===== config.mk =====
export PLATFORM = sky130hd
export DESIGN_NAME = vga_timing_controller
export DESIGN_NICKNAME = d
export VERILOG_FILES = /design/src/rtl/vga_pkg.sv /design/src/rtl/vga_sync_delay.sv /design/src/rtl/vga_timing_controller.sv
export SDC_FILE = /design/constraint.sdc
export NUM_CORES = 1
export LEC_CHECK = 0
export ABC_AREA = 1
export BUFFER_PORTS_ARGS = -buffer_cell sky130_fd_sc_hd__clkbuf_2
export CAP_MARGIN = 20
export CORE_MARGIN = 5
export CORE_UTILIZATION = 57
export CTS_BUF_LIST = sky130_fd_sc_hd__clkbuf_2 sky130_fd_sc_hd__clkbuf_4 sky130_fd_sc_hd__clkbuf_8
export DETAILED_ROUTE_END_ITERATION = 16
export PLACE_DENSITY = 0.83
export SYNTH_ARGS = -nofsm -noshare
export SYNTH_HDL_FRONTEND = slang
export SYNTH_SLANG_ARGS = --single-unit

===== constraint.sdc =====
create_clock -name clk -period 4.6 [get_ports clk]
set_input_delay 0.23 -clock clk [delete_from_list [all_inputs] [get_ports clk]]
set_output_delay 0.23 -clock clk [all_outputs]
set_load 0.1 [all_outputs]

===== src/rtl/vga_pkg.sv =====
// Shared 640x480@60 raster constants and the bundle of decoded timing flags that travels
// down the sync/colour alignment pipeline.
package vga_pkg;

  localparam int unsigned ClksPerPixel = 4;
  localparam int unsigned HVisible     = 640;
  localparam int unsigned HFront       = 16;
  localparam int unsigned HSync        = 96;
  localparam int unsigned HBack        = 48;
  localparam int unsigned VVisible     = 480;
  localparam int unsigned VFront       = 10;
  localparam int unsigned VSync        = 2;
  localparam int unsigned VBack        = 33;
  localparam int unsigned PipePixels   = 2;

  localparam int unsigned HTotal     = HVisible + HFront + HSync + HBack;
  localparam int unsigned VTotal     = VVisible + VFront + VSync + VBack;
  localparam int unsigned HSyncStart = HVisible + HFront;
  localparam int unsigned HSyncEnd   = HSyncStart + HSync - 1;
  localparam int unsigned VSyncStart = VVisible + VFront;
  localparam int unsigned VSyncEnd   = VSyncStart + VSync - 1;

  localparam int unsigned RgbW  = 8;
  localparam int unsigned HCntW = 10;
  localparam int unsigned VCntW = 10;
  localparam int unsigned RowW  = 9;

  // first marks raster position (0,0) so frame_start can be aligned with the pixels.
  typedef struct packed {
    logic first;
    logic active;
    logic hs;
    logic vs;
  } sync_t;

  function automatic logic in_window(input logic [HCntW-1:0] cnt, input int unsigned lo,
                                     input int unsigned hi);
    return (cnt >= HCntW'(lo)) && (cnt <= HCntW'(hi));
  endfunction

endpackage


===== src/rtl/vga_sync_delay.sv =====
// Pixel-rate shift register that delays the decoded timing flags so sync and blanking line up
// with the colour returned by the pixel generator.
module vga_sync_delay
  import vga_pkg::*;
#(
  parameter int unsigned Depth = 2
) (
  input  logic  clk,
  input  logic  reset,
  input  logic  en_i,
  input  sync_t sync_i,
  output sync_t sync_o,
  output sync_t sync_next_o
);

  sync_t stage_q [Depth];
  sync_t stage_d [Depth];

  always_comb begin
    for (int i = 0; i < Depth; i++) stage_d[i] = stage_q[i];
    if (en_i) begin
      stage_d[0] = sync_i;
      for (int i = 1; i < Depth; i++) stage_d[i] = stage_q[i-1];
    end
  end

  always_ff @(posedge clk or posedge reset) begin
    if (reset) begin
      for (int i = 0; i < Depth; i++) stage_q[i] <= '0;
    end else begin
      for (int i = 0; i < Depth; i++) stage_q[i] <= stage_d[i];
    end
  end

  assign sync_o = stage_q[Depth-1];

  // sync_next_o is the value the last stage loads at the next pixel boundary.
  if (Depth > 1) begin : g_deep
    assign sync_next_o = stage_q[Depth-2];
  end else begin : g_single
    assign sync_next_o = sync_i;
  end

endmodule


===== src/rtl/vga_timing_controller.sv =====
// Free-running VGA raster: issues per-pixel requests to the pixel generator and drives the
// sync/colour pins with the generator latency absorbed by a matching sync delay.
module vga_timing_controller
  import vga_pkg::*;
#(
  parameter int unsigned CLKS_PER_PIXEL = ClksPerPixel,
  parameter int unsigned H_VISIBLE      = HVisible,
  parameter int unsigned H_FRONT        = HFront,
  parameter int unsigned H_SYNC         = HSync,
  parameter int unsigned H_BACK         = HBack,
  parameter int unsigned V_VISIBLE      = VVisible,
  parameter int unsigned V_FRONT        = VFront,
  parameter int unsigned V_SYNC         = VSync,
  parameter int unsigned V_BACK         = VBack,
  parameter int unsigned PIPE_PIXELS    = PipePixels
) (
  input  logic             clk,
  input  logic             reset,
  input  logic [RgbW-1:0]  pixel_data,
  output logic             req,
  output logic [RowW-1:0]  row,
  output logic [HCntW-1:0] column,
  output logic             hsync,
  output logic             vsync,
  output logic [RgbW-1:0]  vga_rgb,
  output logic             display_en,
  output logic             frame_start
);

  localparam int unsigned TickW    = $clog2(CLKS_PER_PIXEL);
  localparam int unsigned LineLen  = H_VISIBLE + H_FRONT + H_SYNC + H_BACK;
  localparam int unsigned FrameLen = V_VISIBLE + V_FRONT + V_SYNC + V_BACK;
  localparam int unsigned HsStart  = H_VISIBLE + H_FRONT;
  localparam int unsigned HsEnd    = HsStart + H_SYNC - 1;
  localparam int unsigned VsStart  = V_VISIBLE + V_FRONT;
  localparam int unsigned VsEnd    = VsStart + V_SYNC - 1;

  logic [TickW-1:0] tick_q, tick_d;
  logic [HCntW-1:0] h_q, h_d;
  logic [VCntW-1:0] v_q, v_d;
  logic             req_q, req_d;
  logic [RowW-1:0]  row_q, row_d;
  logic [HCntW-1:0] column_q, column_d;
  logic [RgbW-1:0]  rgb_q, rgb_d;
  logic             frame_start_q, frame_start_d;
  logic             pix_end;
  sync_t            sync_cur, sync_q, sync_next;

  assign pix_end = (tick_q == TickW'(CLKS_PER_PIXEL - 1));

  always_comb begin
    tick_d = tick_q + TickW'(1);
    h_d    = h_q;
    v_d    = v_q;
    if (pix_end) begin
      tick_d = '0;
      if (h_q == HCntW'(LineLen - 1)) begin
        h_d = '0;
        v_d = (v_q == VCntW'(FrameLen - 1)) ? '0 : v_q + VCntW'(1);
      end else begin
        h_d = h_q + HCntW'(1);
      end
    end
  end

  always_comb begin
    sync_cur.first  = (h_q == '0) && (v_q == '0);
    sync_cur.active = (h_q < HCntW'(H_VISIBLE)) && (v_q < VCntW'(V_VISIBLE));
    sync_cur.hs     = in_window(h_q, HsStart, HsEnd);
    sync_cur.vs     = in_window(v_q, VsStart, VsEnd);
  end

  // Requests run through blanking too, keeping the generator's fetch sequence in step.
  always_comb begin
    req_d    = (tick_q == '0);
    row_d    = row_q;
    column_d = column_q;
    if (req_d) begin
      row_d    = v_q[RowW-1:0];
      column_d = h_q;
    end
    rgb_d         = rgb_q;
    frame_start_d = 1'b0;
    if (pix_end) begin
      rgb_d         = sync_next.active ? pixel_data : '0;
      frame_start_d = sync_next.first;
    end
  end

  always_ff @(posedge clk or posedge reset) begin
    if (reset) begin
      tick_q        <= '0;
      h_q           <= '0;
      v_q           <= '0;
      req_q         <= 1'b0;
      row_q         <= '0;
      column_q      <= '0;
      rgb_q         <= '0;
      frame_start_q <= 1'b0;
    end else begin
      tick_q        <= tick_d;
      h_q           <= h_d;
      v_q           <= v_d;
      req_q         <= req_d;
      row_q         <= row_d;
      column_q      <= column_d;
      rgb_q         <= rgb_d;
      frame_start_q <= frame_start_d;
    end
  end

  vga_sync_delay #(
    .Depth(PIPE_PIXELS)
  ) u_sync_delay (
    .clk        (clk),
    .reset      (reset),
    .en_i       (pix_end),
    .sync_i     (sync_cur),
    .sync_o     (sync_q),
    .sync_next_o(sync_next)
  );

  logic unused_sync;
  assign unused_sync = ^{sync_next.hs, sync_next.vs, sync_q.first};

  assign req         = req_q;
  assign row         = row_q;
  assign column      = column_q;
  assign hsync       = ~sync_q.hs;
  assign vsync       = ~sync_q.vs;
  assign vga_rgb     = rgb_q;
  assign display_en  = sync_q.active;
  assign frame_start = frame_start_q;

endmodule


==> impl_metrics.py <==
metrics = {
    "sta": {
        "fin_crit_ns": 2.17,
        "max_slew.worst_pin.slew_ns": 0.717,
        "setup_viol_count_final": 0,
        "tns_ns": 0,
        "hold_violations": 0,
        "fmax_mhz": 460,
        "fin_skew_ns": 0.00801,
        "layout_worst_path_cycle_share": 0.472,
        "slew_violations": 0,
        "rsz0062_at_grt": "false",
        "slew_headroom": 0.522,
    },
    "yosys": {
        "synth_cell_types": 24,
        "synth_seq_cells": 58,
        "avgSynthCellArea_um2": 8.56,
        "syn_nets": 324,
        "synth_top_area_share": 0.551,
        "synthTopCellsByArea": "dfrtp_1, nand2_1, nor2_1",
        "ys_warn_count": 0,
        "synthCells": 308,
        "ys_seq_area_frac": 0.551,
        "syn_area_um2": 2640,
        "yosysTopAreaCell": "dfrtp_1",
    },
    "cts": {
        "hold_buffers": 0,
        "root_buffer": "clkbuf_8",
        "cts_resized": 0,
        "cts_buffer_depth": 2,
        "clk_pin_slew_ns": 0.06,
        "postCtsSetupBuffers": 0,
        "clkLatencyLatePin_ns": 0.33,
        "cts_tree": "done",
        "htreeDepth": 3,
        "clock_sinks": 58,
        "cts_made_buffers": 9,
    },
    "setup_path": {
        "slowest_stage": "ha_1",
        "cpLargestDelayFamily": "simple AND/OR/NAND/NOR gates",
        "critical_path.max_fanout": 21,
        "crit_chain": "ha_1 -> nand2_1 -> nor2_2 -> inv_1 -> nand2_1 -> nand2_1",
        "worst-path-buf-inv": 1,
        "worstSetupPathType": "register to register",
        "required_ns": 4.83,
        "reg2reg_to": "v_q[9]",
        "rr_worst_depth": 6,
        "cp-startpoint": "tick_q[0]",
        "crit_path_end": "v_q[9]",
        "cp-start-kind": "register",
        "cp_slowest_stage_delay_ns": 0.58,
        "r2r_slack_ns": 2.43,
        "cp_common_cell": "nand2_1",
        "worstPathArrival_ns": 2.40,
        "cp.depth": 6,
        "end_kind": "register",
        "reg2reg_from": "tick_q[0]",
    },
    "finish": {
        "layout_commonest_cell": "nand2_1",
        "antenna_cells": 0,
        "fin_nets": 366,
        "final_cell_mix": "nand2_1, dfrtp_1, clkbuf_2",
        "final_core_util": 0.696,
        "drive_gt1_frac": 0.194,
        "syn_to_final_growth_pct": 16.5,
    },
    "route": {
        "vias": 2168,
        "wl_per_cell_um": 13.6,
        "drt_iter0_drc": 117,
        "drc_errors": 0,
        "dr.pass1.iters": 4,
        "routed_wirelength_um": 5540,
        "ant_nets": 0,
        "vias_per_cell": 5.33,
    },
    "grt": {
        "grt_pass1_wl_um": 9700,
        "antenna_found_initial": 0,
        "grt_pass1_vias": 2184,
        "grt-ovfl-total": 0,
        "grt_usage": 0.201,
        "grt_max_degree": 59,
    },
    "flow_run": {
        "cap_violations": 0,
    },
    "placement": {
        "port-buffer-count": 41,
        "place.gp.congestion": 0.854,
        "hpwl_um": 3740,
    },
    "power": {
        "irDropWorstVdd_uv": 197,
        "p_per_area_nw_per_um2": 342,
        "p_leak_nw": 1.60,
    },
    "status": {
        "outcome": "finished, final reports clean",
    },
    "floorplan": {
        "die_height_um": 78.0,
        "coreArea_um2": 4410,
        "dieArea_um2": 6080,
        "die_w_um": 78.0,
        "num_rows": 24,
        "ios": 42,
        "start_util": 0.597,
    },
    "min_path": {
        "hp-class": "input pin to async pin",
    },
}
report_power, final:
| group | switching [mW] | internal [mW] |
|---|---|---|
| Combinational | 0.0408 | 0.00710 |
| Sequential | 0.00179 | 0.514 |
| Clock | 0.188 | 0.297 |
| Total | 0.231 | 0.818 |
logic make-up after synthesis:
kind of cell,after synthesis,synth area share
AND/OR/NAND/NOR,155,0.255
flip-flops,58,0.551
buffers and inverters,48,0.0740
AO/OA/AOI/OAI,33,0.0631
adder cells (fa/ha/maj),6,0.0285
XOR/XNOR,5,0.0166
multiplexers,3,0.0123
layer usage:
layer,part of all wire,up-vias,track usage
met3,0.072,9,0.0671
met1,0.46,1012,0.255
met5,0,-,0
met4,0.017,0,0.0811
met2,0.45,70,0.317
li1,-,1077,-
area by class of cell:
type / count / area (um^2)
Clock buffer: 14 / 174
Fill cell: 356 / 1340
Multi-Input combinational cell: 202 / 990
Tap cell: 52 / 65.1
Sequential cell: 58 / 1450
Inverter: 36 / 135
Timing Repair Buffer: 43 / 220
Clock inverter: 2 / 35.0
per-stage QoR:
step	worst slack, ns	cell area, um^2	total power, mW	cells	hold WS, ns
2_1_floorplan	2.94	2640	0.562	308	0.371
3_3_place_gp	2.47	2860	0.573	391	0.434
3_5_place_dp	2.44	2860	0.574	391	0.453
4_1_cts	2.40	3070	1.06	407	0.101
5_1_grt	2.13	3070	1.09	407	0.129
6_report	2.43	3070	1.05	407	0.0610
cell usage after synthesis (all sizes together):
library cell / instances
a21oi: 17
and2: 1
buf: 9
clkbuf: 3
dfrtp: 58
ha: 6
inv: 36
mux2: 2
mux2i: 1
nand2: 65
nand3: 27
nand4: 11
nor2: 42
nor3: 7
nor4: 1
o21ai: 15
o22ai: 1
or2: 1
xor2: 5
worst min-delay path, delay by kind of cell:
kind	cells	cell delay, ns
buf+inv	3	0.67
registers in the layout (all words and copies together), names as in the netlist, 2 cells and up:
name and flops:
tick_q 2, h_q 10, column 10, u_sync_delay.sync_next_o 4, vga_rgb 8, row 9, u_sync_delay.sync_o 3, v_q 10
worst min path at each step:
stage	from	end	slack [ns]
finish	reset	vga_rgb[3]	0.06
global route	pixel_data[0]	vga_rgb[0]	0.13
CTS	reset	vga_rgb[0]	0.10
detailed placement	u_sync_delay.sync_next_o[3]	frame_start	0.45
global placement	tick_q[0]	tick_q[0]	0.43
floorplan	pixel_data[0]	vga_rgb[0]	0.37
Note: power is estimated with default switching activity, not from simulation.
